===== src/rtl/scarf_spi_master.sv =====
// SCARF SPI initiator: mode-0 master that frames a {rnw, slave_id} header plus
// caller-supplied payload bytes, returning each received payload byte on a strobe.
module scarf_spi_master #(
    parameter int CLK_DIV  = 4,
    parameter int CS_SETUP = 2,
    parameter int CS_HOLD  = 2
) (
    input  logic       clk,
    input  logic       rst_n_sync,
    input  logic       start,
    input  logic [6:0] slave_id,
    input  logic       rnw,
    input  logic [7:0] num_bytes,
    input  logic [7:0] wr_data,
    output logic       wr_ready,
    output logic [7:0] rd_data,
    output logic       rd_valid,
    output logic       busy,
    output logic       done,
    output logic       sclk,
    output logic       ss_n,
    output logic       mosi,
    input  logic       miso
);

    localparam int CW = 16;
    localparam logic [CW-1:0] CNT_ZERO   = CW'(0);
    localparam logic [CW-1:0] CNT_ONE    = CW'(1);
    localparam logic [CW-1:0] DIV_LAST   = CW'(CLK_DIV - 1);
    localparam logic [CW-1:0] DIV_PRE    = CW'(CLK_DIV - 2);
    localparam logic [CW-1:0] SETUP_LAST = CW'(CS_SETUP - 1);
    localparam logic [CW-1:0] HOLD_LAST  = CW'(CS_HOLD - 1);

    typedef enum logic [2:0] {
        ST_IDLE  = 3'd0,
        ST_SETUP = 3'd1,
        ST_SHIFT = 3'd2,
        ST_HOLD  = 3'd3,
        ST_DONE  = 3'd4
    } state_t;

    state_t      state_r, state_s;
    logic [CW-1:0] cnt_r, cnt_s;
    logic        sclk_r, sclk_s;
    logic        ss_n_r, ss_n_s;
    logic        mosi_r, mosi_s;
    logic        busy_r, busy_s;
    logic        done_r, done_s;
    logic        wr_ready_r, wr_ready_s;
    logic        rd_valid_r, rd_valid_s;
    logic [7:0]  rd_data_r, rd_data_s;
    // tx_sh holds the bits still to go after the one currently on mosi
    logic [6:0]  tx_sh_r, tx_sh_s;
    logic [6:0]  rx_sh_r, rx_sh_s;
    logic [2:0]  bit_cnt_r, bit_cnt_s;
    logic [7:0]  bytes_left_r, bytes_left_s;
    logic        hdr_r, hdr_s;

    assign sclk     = sclk_r;
    assign ss_n     = ss_n_r;
    assign mosi     = mosi_r;
    assign busy     = busy_r;
    assign done     = done_r;
    assign wr_ready = wr_ready_r;
    assign rd_valid = rd_valid_r;
    assign rd_data  = rd_data_r;

    // Next-state and next-register computation for the whole frame sequencer
    always_comb begin
        state_s      = state_r;
        cnt_s        = cnt_r;
        sclk_s       = sclk_r;
        ss_n_s       = ss_n_r;
        mosi_s       = mosi_r;
        busy_s       = busy_r;
        done_s       = 1'b0;
        wr_ready_s   = 1'b0;
        rd_valid_s   = 1'b0;
        rd_data_s    = rd_data_r;
        tx_sh_s      = tx_sh_r;
        rx_sh_s      = rx_sh_r;
        bit_cnt_s    = bit_cnt_r;
        bytes_left_s = bytes_left_r;
        hdr_s        = hdr_r;
        case (state_r)
            ST_IDLE: begin
                if (start) begin
                    busy_s       = 1'b1;
                    ss_n_s       = 1'b0;
                    sclk_s       = 1'b0;
                    mosi_s       = rnw;
                    tx_sh_s      = slave_id;
                    bytes_left_s = num_bytes;
                    bit_cnt_s    = 3'd0;
                    hdr_s        = 1'b1;
                    cnt_s        = CNT_ZERO;
                    state_s      = ST_SETUP;
                end else begin
                    busy_s = 1'b0;
                end
            end
            ST_SETUP: begin
                if (cnt_r == SETUP_LAST) begin
                    cnt_s   = CNT_ZERO;
                    state_s = ST_SHIFT;
                end else begin
                    cnt_s = cnt_r + CNT_ONE;
                end
            end
            ST_SHIFT: begin
                if (cnt_r == DIV_LAST) begin
                    cnt_s = CNT_ZERO;
                    if (!sclk_r) begin
                        sclk_s  = 1'b1;
                        rx_sh_s = {rx_sh_r[5:0], miso};
                        if ((bit_cnt_r == 3'd7) && !hdr_r) begin
                            rd_valid_s = 1'b1;
                            rd_data_s  = {rx_sh_r, miso};
                        end else begin
                            rd_valid_s = 1'b0;
                        end
                    end else begin
                        sclk_s = 1'b0;
                        if (bit_cnt_r == 3'd7) begin
                            bit_cnt_s = 3'd0;
                            if (bytes_left_r == 8'd0) begin
                                mosi_s  = 1'b0;
                                state_s = ST_HOLD;
                            end else begin
                                tx_sh_s      = wr_data[6:0];
                                mosi_s       = wr_data[7];
                                bytes_left_s = bytes_left_r - 8'd1;
                                hdr_s        = 1'b0;
                            end
                        end else begin
                            bit_cnt_s = bit_cnt_r + 3'd1;
                            mosi_s    = tx_sh_r[6];
                            tx_sh_s   = {tx_sh_r[5:0], 1'b0};
                        end
                    end
                end else begin
                    cnt_s = cnt_r + CNT_ONE;
                    // Raised one cycle early so the pulse coincides with the capture cycle
                    if (sclk_r && (cnt_r == DIV_PRE) && (bit_cnt_r == 3'd7)
                        && (bytes_left_r != 8'd0)) begin
                        wr_ready_s = 1'b1;
                    end else begin
                        wr_ready_s = 1'b0;
                    end
                end
            end
            ST_HOLD: begin
                if (cnt_r == HOLD_LAST) begin
                    cnt_s   = CNT_ZERO;
                    ss_n_s  = 1'b1;
                    mosi_s  = 1'b0;
                    done_s  = 1'b1;
                    state_s = ST_DONE;
                end else begin
                    cnt_s = cnt_r + CNT_ONE;
                end
            end
            ST_DONE: begin
                busy_s  = 1'b0;
                state_s = ST_IDLE;
            end
            default: begin
                busy_s  = 1'b0;
                ss_n_s  = 1'b1;
                sclk_s  = 1'b0;
                mosi_s  = 1'b0;
                cnt_s   = CNT_ZERO;
                state_s = ST_IDLE;
            end
        endcase
    end

    // State register
    always_ff @(posedge clk or negedge rst_n_sync) begin
        if (!rst_n_sync) begin
            state_r <= ST_IDLE;
        end else begin
            state_r <= state_s;
        end
    end

    // Datapath and output registers
    always_ff @(posedge clk or negedge rst_n_sync) begin
        if (!rst_n_sync) begin
            cnt_r        <= CNT_ZERO;
            sclk_r       <= 1'b0;
            ss_n_r       <= 1'b1;
            mosi_r       <= 1'b0;
            busy_r       <= 1'b0;
            done_r       <= 1'b0;
            wr_ready_r   <= 1'b0;
            rd_valid_r   <= 1'b0;
            rd_data_r    <= 8'h00;
            tx_sh_r      <= 7'h00;
            rx_sh_r      <= 7'h00;
            bit_cnt_r    <= 3'd0;
            bytes_left_r <= 8'd0;
            hdr_r        <= 1'b0;
        end else begin
            cnt_r        <= cnt_s;
            sclk_r       <= sclk_s;
            ss_n_r       <= ss_n_s;
            mosi_r       <= mosi_s;
            busy_r       <= busy_s;
            done_r       <= done_s;
            wr_ready_r   <= wr_ready_s;
            rd_valid_r   <= rd_valid_s;
            rd_data_r    <= rd_data_s;
            tx_sh_r      <= tx_sh_s;
            rx_sh_r      <= rx_sh_s;
            bit_cnt_r    <= bit_cnt_s;
            bytes_left_r <= bytes_left_s;
            hdr_r        <= hdr_s;
        end
    end

endmodule


===== config.mk =====
export PLATFORM = sky130hd
export DESIGN_NAME = scarf_spi_master
export DESIGN_NICKNAME = d
export VERILOG_FILES = /design/src/rtl/scarf_spi_master.sv
export SDC_FILE = /design/constraint.sdc
export NUM_CORES = 1
export LEC_CHECK = 0
export CAP_MARGIN = 5
export CORE_MARGIN = 2
export CORE_UTILIZATION = 39
export DETAILED_ROUTE_END_ITERATION = 8
export GPL_TIMING_DRIVEN = 1
export HOLD_SLACK_MARGIN = 0.1
export PLACE_DENSITY_LB_ADDON = 0.08
export SLEW_MARGIN = 20
export SYNTH_ARGS = -nofsm -noshare
export SYNTH_HDL_FRONTEND = slang
export SYNTH_SLANG_ARGS = --single-unit

===== constraint.sdc =====
create_clock -name clk -period 5.1 [get_ports clk]
set_clock_uncertainty 0.15 [all_clocks]
set_input_delay 0.765 -clock clk [delete_from_list [all_inputs] [get_ports clk]]
set_output_delay 0.765 -clock clk [all_outputs]
set_load 0.02 [all_outputs]

==> metrics.cfg <==
[clock_tree]
clk_root_buffer_cell=clkbuf_8
cts.sink_count=60
cts-hold-fix-buffers=0
cts-htree-levels=3
tritoncts.num_buffers=9
cts.repair_timing.setup_buffer_count=0
cts.reportedPaths.clkPinSlew_ns=0.06
cts_tree=built
clock_latency_ns=0.34
cts.path.max_buffers=2
postcts_resize_cnt=0

[setup_path]
timing.reg2reg.worst_path_depth=4
cp_data_required_time_ns=5.16
cp.arrival_ns=3.06
reg2reg_to=rd_data[6]
critical_path.reg2reg.startpoint=state_r[1]
cp_max_fo=23
critPathCaptureType=register
r2r_setup_slack_ns=2.10
start_kind=register
worstSetupPathType=register to register

[hold_path]
min_delay_path_depth=1
min_delay_worst_endpoint=rd_data[7]
timing.hold.worst.start=rx_sh_r[6]
hold_path.class=register to register

[cells_and_area]
layout.cells.most_common_list=59 x dfrtp_1, 41 x clkdlybuf4s50_1, 28 x o21ai_0, 27 x nand2_1
net_count_final=396
layout-drive-gt1-share_pct=15.8
areaGrowthSynthToFinish_pct=20.1
post_layout_nonfiller_instances=471
most_frequent_standard_cell_in_the_layout_excluding_fill_and_tap_cells=dfrtp_1
antenna-diode-count=0

[global_route]
global_route.usage.total_pct=17.1
number_of_global_route_vias_before_repair=2451
grt.overflow.total=0
first_pass_grt_wire_length_um=12200
pin_count_of_the_biggest_net_entering_global_routing=61
antenna_found_initial=0

[floorplanning]
floorplan.core_area_sq_mm=0.00822
floorplan.initialDensity_pct=40.3
die_height_um=96.2
die_area_sq_mm=0.00925
die_x_um=96.2
core_rows=33
number_of_i_o_pins=43

[timing]
period_utilization_pct=58.8
achievable-frequency_mhz=333
setup_viol=0
slew_viol_final=0
totalNegativeSetupSlack_ns=0
report.final.hold_viol_count=0
rsz0062_at_grt=false
worst_slew_pin_slew_ns=1.01
min_period_ns=3.00
max_slew_margin_pct=32.9

[outcome]
status=finished clean

[routing]
drtPass1Iterations=4
dr_total_vias=2515
post_drt_wl_per_cell_um=15.2
drc_violation_count_after_routing=0
avgViaCountPerCell=5.34
antenna_left=0
drt_first_iter_violations=122
routed_wirelength_um=7160

[power_and_ir_drop]
leakage_power_nw=1.71
vdd_drop_max_mv=0.158
power-per-cell-area_mw_per_mm2=261

[synth]
postSynth.asyncResetShare_pct=100
compound_gate_fraction_of_synth_area_pct=18.5
synth_ff_type=dfrtp_1
synth_area_per_cell_sq_um=10.3
synthesis.nets=357
synth_area_sq_mm=0.00331
synthesis.yosys.warnings=0
synth.area.mux_share_pct=10.5
seq_area_frac_synth_pct=45.3
synth_top_family_by_area=compound AO/OA/AOI/OAI gates
yosys.area_share.xor_xnor_pct=0.264
synthDistinctLibCells=59
synth_enable_flop_cells=0
synth_adder_area_share_pct=2.64
synth_simple_gate_area_share_pct=18.3
synth_seq_cells=60
syn-instance-count=322

[placed_design]
dpl.cell_count=455
dp.final_hpwl_um=4810
io_buffer_count=42
gpl.final_weighted_congestion=0.732

[run]
max_cap_violations=0

## layout make-up
| class | instances | area (sq um) |
|---|---|---|
| multi-input combinational | 232 | 1670 |
| tap | 105 | 131 |
| clock inverter | 7 | 67.6 |
| inverter | 14 | 52.6 |
| clock buffer | 9 | 124 |
| sequential | 60 | 1500 |
| timing repair buffer | 44 | 430 |
| fill | 792 | 4240 |
## cells by family (layout without fill, tap and decap cells)
logic type               count (synthesis)  after routing
AND/OR/NAND/NOR                        103            103
AO/OA/AOI/OAI                           92             92
flip-flops                              60             60
buffers and inverters                   30             74
multiplexers                            29             29
adder cells (fa/ha/maj)                  7              7
XOR/XNOR                                 1              1
## power breakdown
part	leakage, nW	switching, mW	internal (mW)	total, mW
logic	0.860	0.0338	0.0455	0.0793
registers	0.764	0.0420	0.498	0.540
clock network	0.0910	0.199	0.223	0.421
total	1.71	0.274	0.767	1.04
## synthesized netlist by cell type (all sizes together), types with 2 or more instances
cell type   n  share of area (%)
dfrtp      59                 45
o21ai      28                4.2
nand2      27                3.1
mux2       22                8.4
a21oi      20                3.1
nor2       19                2.2
inv        14                1.6
nor3       11                2.0
a22o       10                2.6
nand3      10                1.5
clkbuf      9                1.6
a31oi       7                1.3
buf         7                1.2
ha          7                2.6
mux2i       7                2.1
nor4        7                3.1
nand2b      6                1.1
nor2b       5               0.94
a21o        4               0.94
and3        4               0.79
a211oi      3               0.83
or2         3               0.57
a211o       2               0.53
a32o        2               0.60
a41oi       2               0.53
nand4       2               0.83
nor3b       2               0.60
nor4b       2               0.53
o21a        2               0.45
o22ai       2               0.38
or3         2               0.38
## layer usage
metal / GRT usage [%] / share of wire, % / vias up
met5: 0 / 0 / -
met4: 5.00 / 1.1 / 0
met3: 4.31 / 3.4 / 5
met2: 25.7 / 45 / 39
met1: 24.2 / 51 / 1214
li1: - / - / 1257
## worst max-delay path: stages (launching register included)
cell      delay (ns)
dfrtp_1         0.83
nand2b_1        0.33
nor3_4          0.42
nor3b_2         0.81
mux2_4          0.35
## flip-flops by register name (all words and copies together) (netlist names), 3 cells and up
name and cells:
tx_sh_r 7, rx_sh_r 7, cnt_r 16, rd_data 8, state_r 3, bit_cnt_r 3, bytes_left_r 8
## worst max path at each step
stage / from / endpoint / slack, ns / cells after the start
2_1_floorplan: cnt_r[2] / rd_data[0] / 2.83 / 6
3_3_place_gp: state_r[1] / rd_data[7] / 2.14 / 4
3_5_place_dp: state_r[1] / rd_data[1] / 2.08 / 4
4_1_cts: state_r[1] / rd_data[6] / 2.08 / 4
5_1_grt: state_r[1] / rd_data[6] / 1.87 / 4
6_report: state_r[1] / rd_data[6] / 2.10 / 4
## metrics by stage
step           utilization, %  setup slack, ns  power, mW  instance area [sq um]  hold WS, ns
3_5_place_dp             46.0             2.08      0.629                   3780        0.338
2_1_floorplan               -             2.83      0.582                   3310        0.319
4_1_cts                  48.4             2.08       1.06                   3970        0.353
6_report                 48.5             2.10       1.04                   3980        0.352
5_1_grt                  48.5             1.87       1.10                   3980        0.364
3_3_place_gp             46.0             2.14      0.628                   3780        0.339
Note: power is estimated with default switching activity, not from simulation.
